$ cat src/rtl/zmips_pkg.sv
// Shared encodings and helpers for the zMIPS multiply/divide unit.
package zmips_pkg;

  localparam int ZMIPS_MDU_ITER = 32;

  typedef enum logic [1:0] {
    MDU_MULT  = 2'b00,
    MDU_MULTU = 2'b01,
    MDU_DIV   = 2'b10,
    MDU_DIVU  = 2'b11
  } mdu_op_t;

  typedef enum logic [1:0] {
    MDU_IDLE = 2'b00,
    MDU_CALC = 2'b01,
    MDU_FIX  = 2'b10
  } mdu_state_t;

  // Two's-complement magnitude when take is set, raw value otherwise.
  function automatic logic [31:0] mag32(input logic [31:0] v, input logic take);
    logic [31:0] r;
    if (take && v[31]) begin
      r = ~v + 32'd1;
    end else begin
      r = v;
    end
    return r;
  endfunction

endpackage

$ cat src/rtl/zmips_mdu_step.sv
// One iteration of the MDU datapath: radix-2 shift-add, and (with ZMIPS_MDU_DIV_EN)
// the restoring shift-subtract step.
module zmips_mdu_step (
  input  logic [63:0] acc,
  input  logic [31:0] opnd,
`ifdef ZMIPS_MDU_DIV_EN
  input  logic        is_div,
`endif
  output logic [63:0] acc_next
);

  logic [32:0] sum;
`ifdef ZMIPS_MDU_DIV_EN
  logic [32:0] shl;
  logic [32:0] diff;
`endif

  // Multiply adds the multiplicand into the upper half, then shifts the carry in.
  always_comb begin
    sum      = {1'b0, acc[63:32]} + (acc[0] ? {1'b0, opnd} : 33'd0);
    acc_next = {sum, acc[31:1]};
`ifdef ZMIPS_MDU_DIV_EN
    shl  = acc[63:31];
    diff = shl - {1'b0, opnd};
    if (is_div) begin
      // diff[32] is the borrow: set means the partial remainder is restored.
      if (!diff[32]) begin
        acc_next = {diff[31:0], acc[30:0], 1'b1};
      end else begin
        acc_next = {shl[31:0], acc[30:0], 1'b0};
      end
    end else begin
      acc_next = {sum, acc[31:1]};
    end
`endif
  end

endmodule

$ cat src/rtl/zmips_mdu.sv
// Iterative MULT/MULTU/DIV/DIVU unit holding HI/LO for the zMIPS execute stage.
// Divide datapath is present only when ZMIPS_MDU_DIV_EN is defined.
module zmips_mdu
  import zmips_pkg::*;
#(
  parameter int ITER = ZMIPS_MDU_ITER
) (
  input  logic        clk,
  input  logic        rst_n,
  input  logic        start,
  input  logic [1:0]  op,
  input  logic [31:0] a,
  input  logic [31:0] b,
  input  logic        hilo_we,
  input  logic        hilo_sel,
  input  logic [31:0] wdata,
  output logic        busy,
  output logic        done,
  output logic [31:0] hi,
  output logic [31:0] lo,
  output logic [31:0] rd_data
);

  localparam int CW = (ITER > 1) ? $clog2(ITER) : 1;

  mdu_state_t    state_r;
  logic [CW-1:0] cnt_r;
  logic [63:0]   acc_r;
  logic [63:0]   acc_next_s;
  logic [63:0]   prod_fix_s;
  logic [31:0]   opnd_r;
  logic [31:0]   hi_r;
  logic [31:0]   lo_r;
  logic [31:0]   mag_a_s;
  logic [31:0]   mag_b_s;
  logic          neg_r;
  logic          is_div_r;
  logic          busy_r;
  logic          done_r;
  logic          is_signed_s;
`ifdef ZMIPS_MDU_DIV_EN
  logic          neg_rem_r;
  logic          bzero_r;
  logic [31:0]   a_orig_r;
  logic [31:0]   quo_fix_s;
  logic [31:0]   rem_fix_s;
`endif

  assign is_signed_s = ~op[0];
  assign mag_a_s     = mag32(a, is_signed_s);
  assign mag_b_s     = mag32(b, is_signed_s);

  zmips_mdu_step u_step (
    .acc      (acc_r),
    .opnd     (opnd_r),
`ifdef ZMIPS_MDU_DIV_EN
    .is_div   (is_div_r),
`endif
    .acc_next (acc_next_s)
  );

  // Sign correction of the finished magnitude result.
  always_comb begin
    if (neg_r) begin
      prod_fix_s = ~acc_r + 64'd1;
    end else begin
      prod_fix_s = acc_r;
    end
`ifdef ZMIPS_MDU_DIV_EN
    if (neg_r) begin
      quo_fix_s = ~acc_r[31:0] + 32'd1;
    end else begin
      quo_fix_s = acc_r[31:0];
    end
    if (neg_rem_r) begin
      rem_fix_s = ~acc_r[63:32] + 32'd1;
    end else begin
      rem_fix_s = acc_r[63:32];
    end
`endif
  end

  // Control FSM, iteration datapath and architectural HI/LO.
  always_ff @(posedge clk) begin
    if (!rst_n) begin
      state_r  <= MDU_IDLE;
      cnt_r    <= {CW{1'b0}};
      acc_r    <= 64'd0;
      opnd_r   <= 32'd0;
      neg_r    <= 1'b0;
      is_div_r <= 1'b0;
      busy_r   <= 1'b0;
      done_r   <= 1'b0;
      hi_r     <= 32'd0;
      lo_r     <= 32'd0;
`ifdef ZMIPS_MDU_DIV_EN
      neg_rem_r <= 1'b0;
      bzero_r   <= 1'b0;
      a_orig_r  <= 32'd0;
`endif
    end else begin
      done_r <= 1'b0;
      case (state_r)
        MDU_IDLE: begin
          if (hilo_we) begin
            if (hilo_sel) begin
              hi_r <= wdata;
            end else begin
              lo_r <= wdata;
            end
          end
          if (start) begin
            // Divide keeps the dividend in the low half; multiply keeps the multiplier there.
            acc_r    <= {32'd0, op[1] ? mag_a_s : mag_b_s};
            opnd_r   <= op[1] ? mag_b_s : mag_a_s;
            neg_r    <= (a[31] ^ b[31]) & is_signed_s;
            is_div_r <= op[1];
            cnt_r    <= {CW{1'b0}};
            busy_r   <= 1'b1;
`ifdef ZMIPS_MDU_DIV_EN
            neg_rem_r <= a[31] & is_signed_s;
            bzero_r   <= (b == 32'd0);
            a_orig_r  <= a;
            state_r   <= MDU_CALC;
`else
            state_r   <= op[1] ? MDU_FIX : MDU_CALC;
`endif
          end
        end
        MDU_CALC: begin
          acc_r <= acc_next_s;
          cnt_r <= cnt_r + {{(CW-1){1'b0}}, 1'b1};
          if (cnt_r == CW'(ITER - 1)) begin
            state_r <= MDU_FIX;
          end
        end
        MDU_FIX: begin
          state_r <= MDU_IDLE;
          cnt_r   <= {CW{1'b0}};
          busy_r  <= 1'b0;
          done_r  <= 1'b1;
          if (!is_div_r) begin
            hi_r <= prod_fix_s[63:32];
            lo_r <= prod_fix_s[31:0];
          end else begin
`ifdef ZMIPS_MDU_DIV_EN
            if (bzero_r) begin
              hi_r <= a_orig_r;
              lo_r <= 32'hFFFF_FFFF;
            end else begin
              hi_r <= rem_fix_s;
              lo_r <= quo_fix_s;
            end
`else
            hi_r <= hi_r;
            lo_r <= lo_r;
`endif
          end
        end
        default: begin
          state_r <= MDU_IDLE;
          cnt_r   <= {CW{1'b0}};
          busy_r  <= 1'b0;
        end
      endcase
    end
  end

  assign busy    = busy_r;
  assign done    = done_r;
  assign hi      = hi_r;
  assign lo      = lo_r;
  assign rd_data = hilo_sel ? hi_r : lo_r;

endmodule

$ cat config.mk
export PLATFORM = sky130hd
export DESIGN_NAME = zmips_mdu
export DESIGN_NICKNAME = d
export VERILOG_FILES = /design/src/rtl/zmips_pkg.sv /design/src/rtl/zmips_mdu_step.sv /design/src/rtl/zmips_mdu.sv
export SDC_FILE = /design/constraint.sdc
export NUM_CORES = 1
export LEC_CHECK = 0
export ABC_AREA = 0
export CORE_UTILIZATION = 45
export CTS_BUF_LIST = sky130_fd_sc_hd__clkbuf_8
export DETAILED_ROUTE_END_ITERATION = 12
export GPL_TIMING_DRIVEN = 0
export HOLD_SLACK_MARGIN = 0.08
export PLACE_DENSITY = 0.68
export SYNTH_ARGS = -nofsm -noshare
export SYNTH_HDL_FRONTEND = slang
export SYNTH_HIERARCHICAL = 1
export SYNTH_SLANG_ARGS = --single-unit
$ cat constraint.sdc
create_clock -name clk -period 5.15 [get_ports clk]
set_input_delay 1.03 -clock clk [delete_from_list [all_inputs] [get_ports clk]]
set_output_delay 1.03 -clock clk [all_outputs]
set_load 0.02 [all_outputs]
# == Word-level counts from Yosys, hierarchy flattened ==
# Index checks and enable logic that the tools add are counted.
# classes
bitwise_logic,7
eq_ne,9
mux,26
n_addsub,5
reduce_logical,11
# op_table
operator,n
2-to-1 mux 32 bit,12
2-to-1 mux 64 bit,2
one-hot mux 32 bit (2 select lines),2
one-hot mux 64 bit (2 select lines),1
adder 32 x 1 -> 32 bit (second input constant),2
adder 64 x 1 -> 64 bit (second input constant),1
NOT 32 bit,2
NOT 64 bit,1
adder 32 x 33 -> 33 bit,1
!= test 2 bit (second input constant),6
one-hot mux 5 bit (2 select lines),1
AND reduction 2 bit,4
AND reduction 4 bit,2
2-to-1 mux 2 bit,3
adder 5 x 1 -> 5 bit (second input constant),1
== test 5 bit (second input constant),1
2-to-1 mux 5 bit,1
one-hot mux 2 bit (2 select lines),1
nonzero test 2 bit,2
== test 2 x 1 -> 1 bit (second input constant),1
== test 2 bit (second input constant),1
logical AND 1 bit,2
logical NOT 2 bit,1
2-to-1 mux 1 bit,2
other kinds (4),5
# word_totals
output_inout_bits,98
elab_cells,68
register_bits,171

# == Longest topological paths before layout ==
# Gate-level depths: netlist (run 1).
# logic_depth
word_depth,6
ltp_mapped,13

# == Modules after synthesis ==
# Netlist (run 1), hierarchy kept.
# by_module_without_submodules
module,cells_per_inst,area_per_inst_um2,instances,seq_area_each_um2
zmips_mdu,1471,11162.0,1,3423.3
zmips_mdu_step,295,2187.1,1,0.0

# == Least setup slack after synthesis (run 1) ==
# No wires, ideal clock.
# synth_path
path_kind,input port to flip-flop
startpoint,in b[0]
endpoint,reg acc_r[24]
path_stages,8
path_slack_ns,2.060
path_buffers,0
setup_ns,0.123
arrival_time_ns,2.967
path_cell_list,inv_1 > ha_1 > or4b_2 > nor4_2 > nand2_1 > o31ai_1 > mux2i_1 > o21ai_0
# synth_via
elab_chain_len,6
# synth_rtl
element,line,source
"start, declared",zmips_mdu.sv:13,"input logic [31:0] b,"
NOT 32 bit,zmips_pkg.sv:23,r = ~v + 32'd1;
adder 32 x 1 -> 32 bit,zmips_pkg.sv:23,
2-to-1 mux 32 bit,zmips_pkg.sv:22,if (take && v[31]) begin
2-to-1 mux 32 bit,zmips_mdu.sv:114,"acc_r <= {32'd0, op[1] ? mag_a_s : mag_b_s};"
2-to-1 mux 64 bit,zmips_mdu.sv:112,if (start) begin
one-hot mux 64 bit (2 select lines),zmips_mdu.sv:103,case (state_r)
"end signal, assigned",zmips_mdu.sv:114,
"end signal, assigned",zmips_mdu.sv:131,acc_r <= acc_next_s;
"end, declared",zmips_mdu.sv:28,logic [63:0] acc_r;
# Every way passes these cells. The select of a mux whose other input is x is not followed.
# A chain may end at the register's enable or synchronous reset.

# == Worst setup path in the final report (run 1) ==
# layout_path
startpoint,reg acc_r[0]
endpoint,reg hi_r[14] (netlist: hi[14])
# layout_via
elab_chain_len,5
# layout_rtl
element,line,source
NOT 64 bit,zmips_mdu.sv:65,prod_fix_s = ~acc_r + 64'd1;
adder 64 x 1 -> 64 bit,zmips_mdu.sv:65,
2-to-1 mux 64 bit,zmips_mdu.sv:64,if (neg_r) begin
2-to-1 mux 32 bit,zmips_mdu.sv:142,if (!is_div_r) begin
one-hot mux 32 bit (2 select lines),zmips_mdu.sv:103,
"end signal, assigned",zmips_mdu.sv:107,hi_r <= wdata;
"end signal, assigned",zmips_mdu.sv:143,hi_r <= prod_fix_s[63:32];
"end signal, assigned",zmips_mdu.sv:155,hi_r <= hi_r;
"end, declared",zmips_mdu.sv:32,logic [31:0] hi_r;
# Every way passes these cells. The select of a mux whose other input is x is not followed.

==> results of run 1 <==
## flip-flops by register name, indices dropped and copies added (netlist names)
register	flops
acc_r	64
busy	1
cnt_r	5
done	1
hi	32
is_div_r	1
lo	32
neg_r	1
opnd_r	32
state_r	2
## cells in the mapped netlist, types with 11 or more instances
cell type and instances:
xor2_1 59, nand3_1 93, nand2_1 231, or3_1 22, buf_1 11, nor2_1 128, or4_1 13, xnor2_1 71
nor3_1 36, a21oi_1 110, o41ai_1 17, o211a_1 12, nor3b_1 13, inv_1 24, dfxtp_1 171, a31oi_1 31
a21o_1 31, o31ai_1 24, mux2_2 35, o211ai_1 40, clkbuf_1 96, o21ai_0 93, a211oi_1 13, ha_1 37
nor2b_1 13, mux2i_1 32, a21boi_0 42, nand4_1 14, buf_4 33, and2_1 36, nor4_1 28
## layout by cell type, fill, tap and decap left out, types with 40 or more instances in the layout
cell type	count
o21ai_0	93
a21oi_1	110
o211ai_1	40
xnor2_1	71
clkbuf_1	96
xor2_1	59
nand3_1	93
clkdlybuf4s50_1	195
a21boi_0	42
nand2_1	231
nor2_1	128
dfxtp_1	171
## routing by layer
metal  wire [µm]  share of wire (%)
met1       23770                 42
met2       26140                 46
met3        4034                7.1
met4        2956                5.2
met5           0                  0
## logic make-up (layout without fill, tap and decap cells)
group | after synthesis | count (layout) | share of synthesized area, %
AO/OA/AOI/OAI | 514 | 514 | 26.38
multiplexers | 67 | 67 | 5.352
XOR/XNOR | 130 | 130 | 8.529
buffers and inverters | 175 | 402 | 6.205
flip-flops | 171 | 171 | 25.64
adder cells (fa/ha/maj) | 38 | 38 | 3.618
AND/OR/NAND/NOR | 671 | 671 | 24.28
## power by group
group	leakage (µW)	internal [µW]	total (µW)	switching (µW)
combinational	0.00467	462	1150	691
clock	0.000204	441	1030	588
sequential	0.00140	1410	1530	119
## layout make-up
class | instances | area, µm²
fillers | 2812 | 12750
multi-input cells | 1420 | 9097
flip-flops and latches | 171 | 3423
repair buffers | 195 | 1952
plain buffers | 151 | 738.2
well taps | 384 | 480.5
clock buffers | 17 | 234.0
clock inverters | 15 | 168.9
inverters | 24 | 90.09
## critical path: cells and delay by family (launching register included)
family | cells | cell delay, ns
AO/OA/AOI/OAI | 1 | 0.10
buffers and inverters | 2 | 0.49
multiplexers | 1 | 0.28
AND/OR/NAND/NOR | 4 | 2.54
adder cells (fa/ha/maj) | 1 | 0.17
flip-flops | 1 | 0.44
## through the flow
| step | area (µm²) | setup slack (ns) | hold WS [ns] |
|---|---|---|---|
| finish | 16180 | 0.9690 | 0.4555 |
| global route | 16180 | 1.085 | 0.4765 |
| CTS | 16180 | 1.185 | 0.4527 |
| detailed placement | 15780 | 1.008 | 0.4392 |
| global placement | 15780 | 1.023 | 0.4232 |
| floorplan | 13350 | 2.060 | 0.4078 |
## how the worst max path moves through the flow
stage | depth (start not counted) | endpoint | startpoint | slack (ns)
after global placement | 9 | acc_r[18] | b[0] | 1.02
after global routing | 9 | hi[14] | acc_r[0] | 1.09
after detailed placement | 9 | acc_r[24] | b[0] | 1.01
after CTS | 4 | rd_data[11] | hilo_sel | 1.19
after floorplan | 8 | acc_r[24] | b[0] | 2.06
final | 9 | hi[14] | acc_r[0] | 0.97
==> results.cfg, run 1 <==
[outcome]
outcome = complete, no violations

[detailed_routing]
vias_per_cell = 6.255
wire_per_inst_um = 23.94
via_count = 14870
ant_nets = 0
first_pass_iters = 8
totalWireLength_mm = 56.90
drc = 0
dr.first_iter.drc_count = 1572

[global_route]
track_usage_pct = 36.75
grt_most_used_layer = met2
antenna_found_initial = 0
use_met3_pct = 5.752
grt_overflow = 0
grt_pass1_wl_mm = 84.46
grt_pass1_vias = 13980
grt_max_degree = 17
grt_util_met1_pct = 46.37
met2_usage_pct = 60.41

[yosys]
avgSynthCellArea_um2 = 7.559
synthCells = 1766
ys_types = 82
synth_top_cell_by_area = dfxtp_1
synth-main-ff-cell = dfxtp_1
synth-edff-count = 0
synth_top_area_share_pct = 25.64
synth_seq_cells = 171
yosys_warnings = 6
yosys-top-cells-area = dfxtp_1 (26%), nand2_1 (6.5%), xnor2_1 (4.7%)
async_flop_share_pct = 0
synth_nets = 1907
syn_area_mm2 = 0.01335
ys_seq_area_share_pct = 25.64

[timing]
fin_crit_ns = 4.181
max_freq_ghz = 0.2392
setup_tns_ns = 0
setup_violations = 0
slew_viol_final = 0
relSlewSlack_pct = 4.634
fin_skew_ns = 0.02320
final-hold-violation-count = 0
rsz0062_at_grt = false
tightest_slew_ns = 1.417
fin_crit_sh_pct = 81.19

[critical_path]
arrival_ns = 4.53
start_kind = flop
required_ns = 5.50
critPathMaxFanout = 10
r2r_end = hi[14]
cp_cell_sequence = inv_1, ha_1, nor3b_1, nand4_1, clkbuf_1, nor4_1, nand4_1, mux2i_1, a21oi_1
critPathSlowestCell = nor4_1
reg2reg_slack_ns = 0.97
rr_worst_depth = 9
end_kind = flop
r2r_start = acc_r[0]
worst_path_most_repeated_cell = nand4_1
cpPeakStageDelay_ns = 1.21
criticalPathCategory = flop to flop

[min_path]
holdPathStages = 2
hold-path-endpoint = opnd_r[20]
hp-start = opnd_r[20]
hold_path.class = flop to flop

[floorplan]
coreArea_mm2 = 0.02894
die_x_um = 174.2
die_h_um = 174.2
die-area_mm2 = 0.03036
pin_count = 201
rows = 62
initial_core_util_pct = 46.13

[pwr]
ir_drop_uv = 162.8
p_per_area_mw_per_mm2 = 229.5
p_leak_uw = 0.006273
finalPower_uw = 3715

[cts]
cts_setup_buffers = 0
cts_resized = 0
clk_pin_slew_ns = 0.11
root_buffer = clkbuf_8
cts_hold_buf = 0
cts_buffers = 17
htreeDepth = 4
clock-sinks = 171
cts_buffer_depth = 2
cts_tree = done
worst_skew_pair.late_latency_ns = 0.50

[cells_and_area]
finalNonFillerCells = 2377
syn2layout_area_growth_pct = 21.24
antennaDiodeCount = 0
fin_nets = 2121
final_util_pct = 55.93
drive_gt1_share_pct = 7.275

[placed_design]
gp_congestion = 1.022
dpl.cell_count = 2345
port_buffers = 195
hpwl_mm = 45.94

[flow_run]
drv_cap = 0
Note: power is estimated with default switching activity, not from simulation.
==> run 2, diff against run 1 <==
==> constraint.sdc (replaced) <==
create_clock -name clk -period 3.9 [get_ports clk]
set_input_delay 0.78 -clock clk [delete_from_list [all_inputs] [get_ports clk]]
set_output_delay 0.78 -clock clk [all_outputs]
set_load 0.02 [all_outputs]
==> results.cfg, run 2 (synthesis results as in run 1) <==
[outcome]
outcome = complete, no violations

[global_route]
grt_max_degree = 17
antenna_found_initial = 0
grt_pass1_wl_mm = 84.46
grt_overflow = 0
grt_pass1_vias = 13980
track_usage_pct = 36.75

[timing]
max_freq_ghz = 0.2700
tightest_slew_ns = 1.069
fin_crit_ns = 3.704
rsz0062_at_grt = false
setup_ws_ns = 0.1963
fin_skew_ns = 0.02264
slew_viol_final = 0
setup_tns_ns = 0
final-hold-violation-count = 0
relSlewSlack_pct = 27.83
fin_crit_sh_pct = 94.97
setup_violations = 0

[detailed_routing]
ant_nets = 0
drc = 0
wire_per_inst_um = 23.94
via_count = 14890
first_pass_iters = 7
vias_per_cell = 6.263
totalWireLength_mm = 56.92
dr.first_iter.drc_count = 1574

[cells_and_area]
final_cell_mix = nand2_1 (231), clkdlybuf4s50_1 (195), dfxtp_1 (171), nor2_1 (128), a21oi_1 (110)
layout_commonest_cell = nand2_1
finalInstanceArea_mm2 = 0.01619
largest_reg_flops = 64
syn2layout_area_growth_pct = 21.29
drive_gt1_share_pct = 7.326
antennaDiodeCount = 0
largest-register = acc_r
fillCellCount = 2811
fin_nets = 2121

[min_path]
hold_path.class = flop to flop

[pwr]
switching_share_pct = 37.64
p_sw_uw = 1847
p_per_area_mw_per_mm2 = 303.0
pwr-share-seq_pct = 41.2
clkPwrFrac_pct = 27.7
intPower_uw = 3060
finalPower_uw = 4906
comb_power_share_pct = 31.1
p_leak_uw = 0.006273
ir_drop_uv = 213.6

[placed_design]
port_buffers = 195
pre_cts_ws_ns = 0.007983
place_area_mm2 = 0.01578
hpwl_mm = 45.94
gp_congestion = 1.022

[floorplan]
initial_core_util_pct = 46.13
pin_count = 201
rows = 62
coreArea_mm2 = 0.02894
die_h_um = 174.2
die_x_um = 174.2
die-area_mm2 = 0.03036

[flow_run]
drv_cap = 0

[critical_path]
critPathMaxFanout = 10
critPathSlowestCell = nor4_2
end_kind = flop
start_kind = flop
cpPeakStageDelay_ns = 0.80
worst_path_most_repeated_cell = nand4_1
criticalPathCategory = flop to flop
arrival_ns = 4.05
cp_cell_sequence = inv_1, ha_1, nor3b_1, nand4_1, clkbuf_1, nor4_2, nand4_1, mux2i_1, a21oi_1
required_ns = 4.25

[cts]
root_buffer = clkbuf_8
clock-sinks = 171
htreeDepth = 4
cts_buffers = 17
cts_tree = done
cts_resized = 0
cts_hold_buf = 0
clk_pin_slew_ns = 0.11
cts_buffer_depth = 2
cts_setup_buffers = 0
worst_skew_pair.late_latency_ns = 0.50
## run 2: cell counts in the layout (fill, tap and decap cells not counted)
No cell type changed its count.
## run 2: cell type report
type | instances | area (µm²) | share of cell area (%)
Timing Repair Buffer | 195 | 1952 | 12.06
Multi-Input combinational cell | 1420 | 9104 | 56.23
Clock buffer | 17 | 234.0 | 1.445
Tap cell | 384 | 480.5 | 2.968
Buffer | 151 | 738.2 | 4.560
Inverter | 24 | 90.09 | 0.5564
Clock inverter | 15 | 168.9 | 1.043
Sequential cell | 171 | 3423 | 21.14
## run 2: stage by stage
stage	utilization (%)	cells	hold WS (ns)
global route	55.95	2377	0.4765
global placement	54.54	2345	0.4232
CTS	55.93	2377	0.4527
floorplan	-	1766	0.4078
detailed placement	54.54	2345	0.4392
finish	55.95	2377	0.4555
## run 2: critical path: cells and delay by family, from the launching register on
family                   cells  cell delay (ns)
adder cells (fa/ha/maj)      1             0.17
AND/OR/NAND/NOR              4             2.07
flip-flops                   1             0.45
AO/OA/AOI/OAI                1             0.10
multiplexers                 1             0.27
buffers and inverters        2             0.49
## run 2: per-layer routing
layer / GRT usage (%) / share of wire, %
met5: 0 / 0
met1: 46.37 / 42
met2: 60.41 / 46
met3: 5.752 / 7.2
met4: 18.79 / 5.4
## run 2: power groups by stage
stage | Sequential, µW | Combinational (µW) | Clock, µW
after global routing | 2030 | 1610 | 1420
final | 2020 | 1530 | 1360
after floorplan | 2050 | 815 | 0
after CTS | 2020 | 1490 | 1350
after global placement | 2050 | 1470 | 0
after detailed placement | 2060 | 1480 | 0
## run 2: path summary, 6_finish.rpt
check                  start         end  slack (ns)  cells after the start
hold reg to reg   opnd_r[20]  opnd_r[20]        0.46                      2
setup reg to reg    acc_r[0]      hi[14]        0.20                      9
hold / removal    opnd_r[20]  opnd_r[20]        0.46                      2
setup / recovery    acc_r[0]      hi[14]        0.20                      9
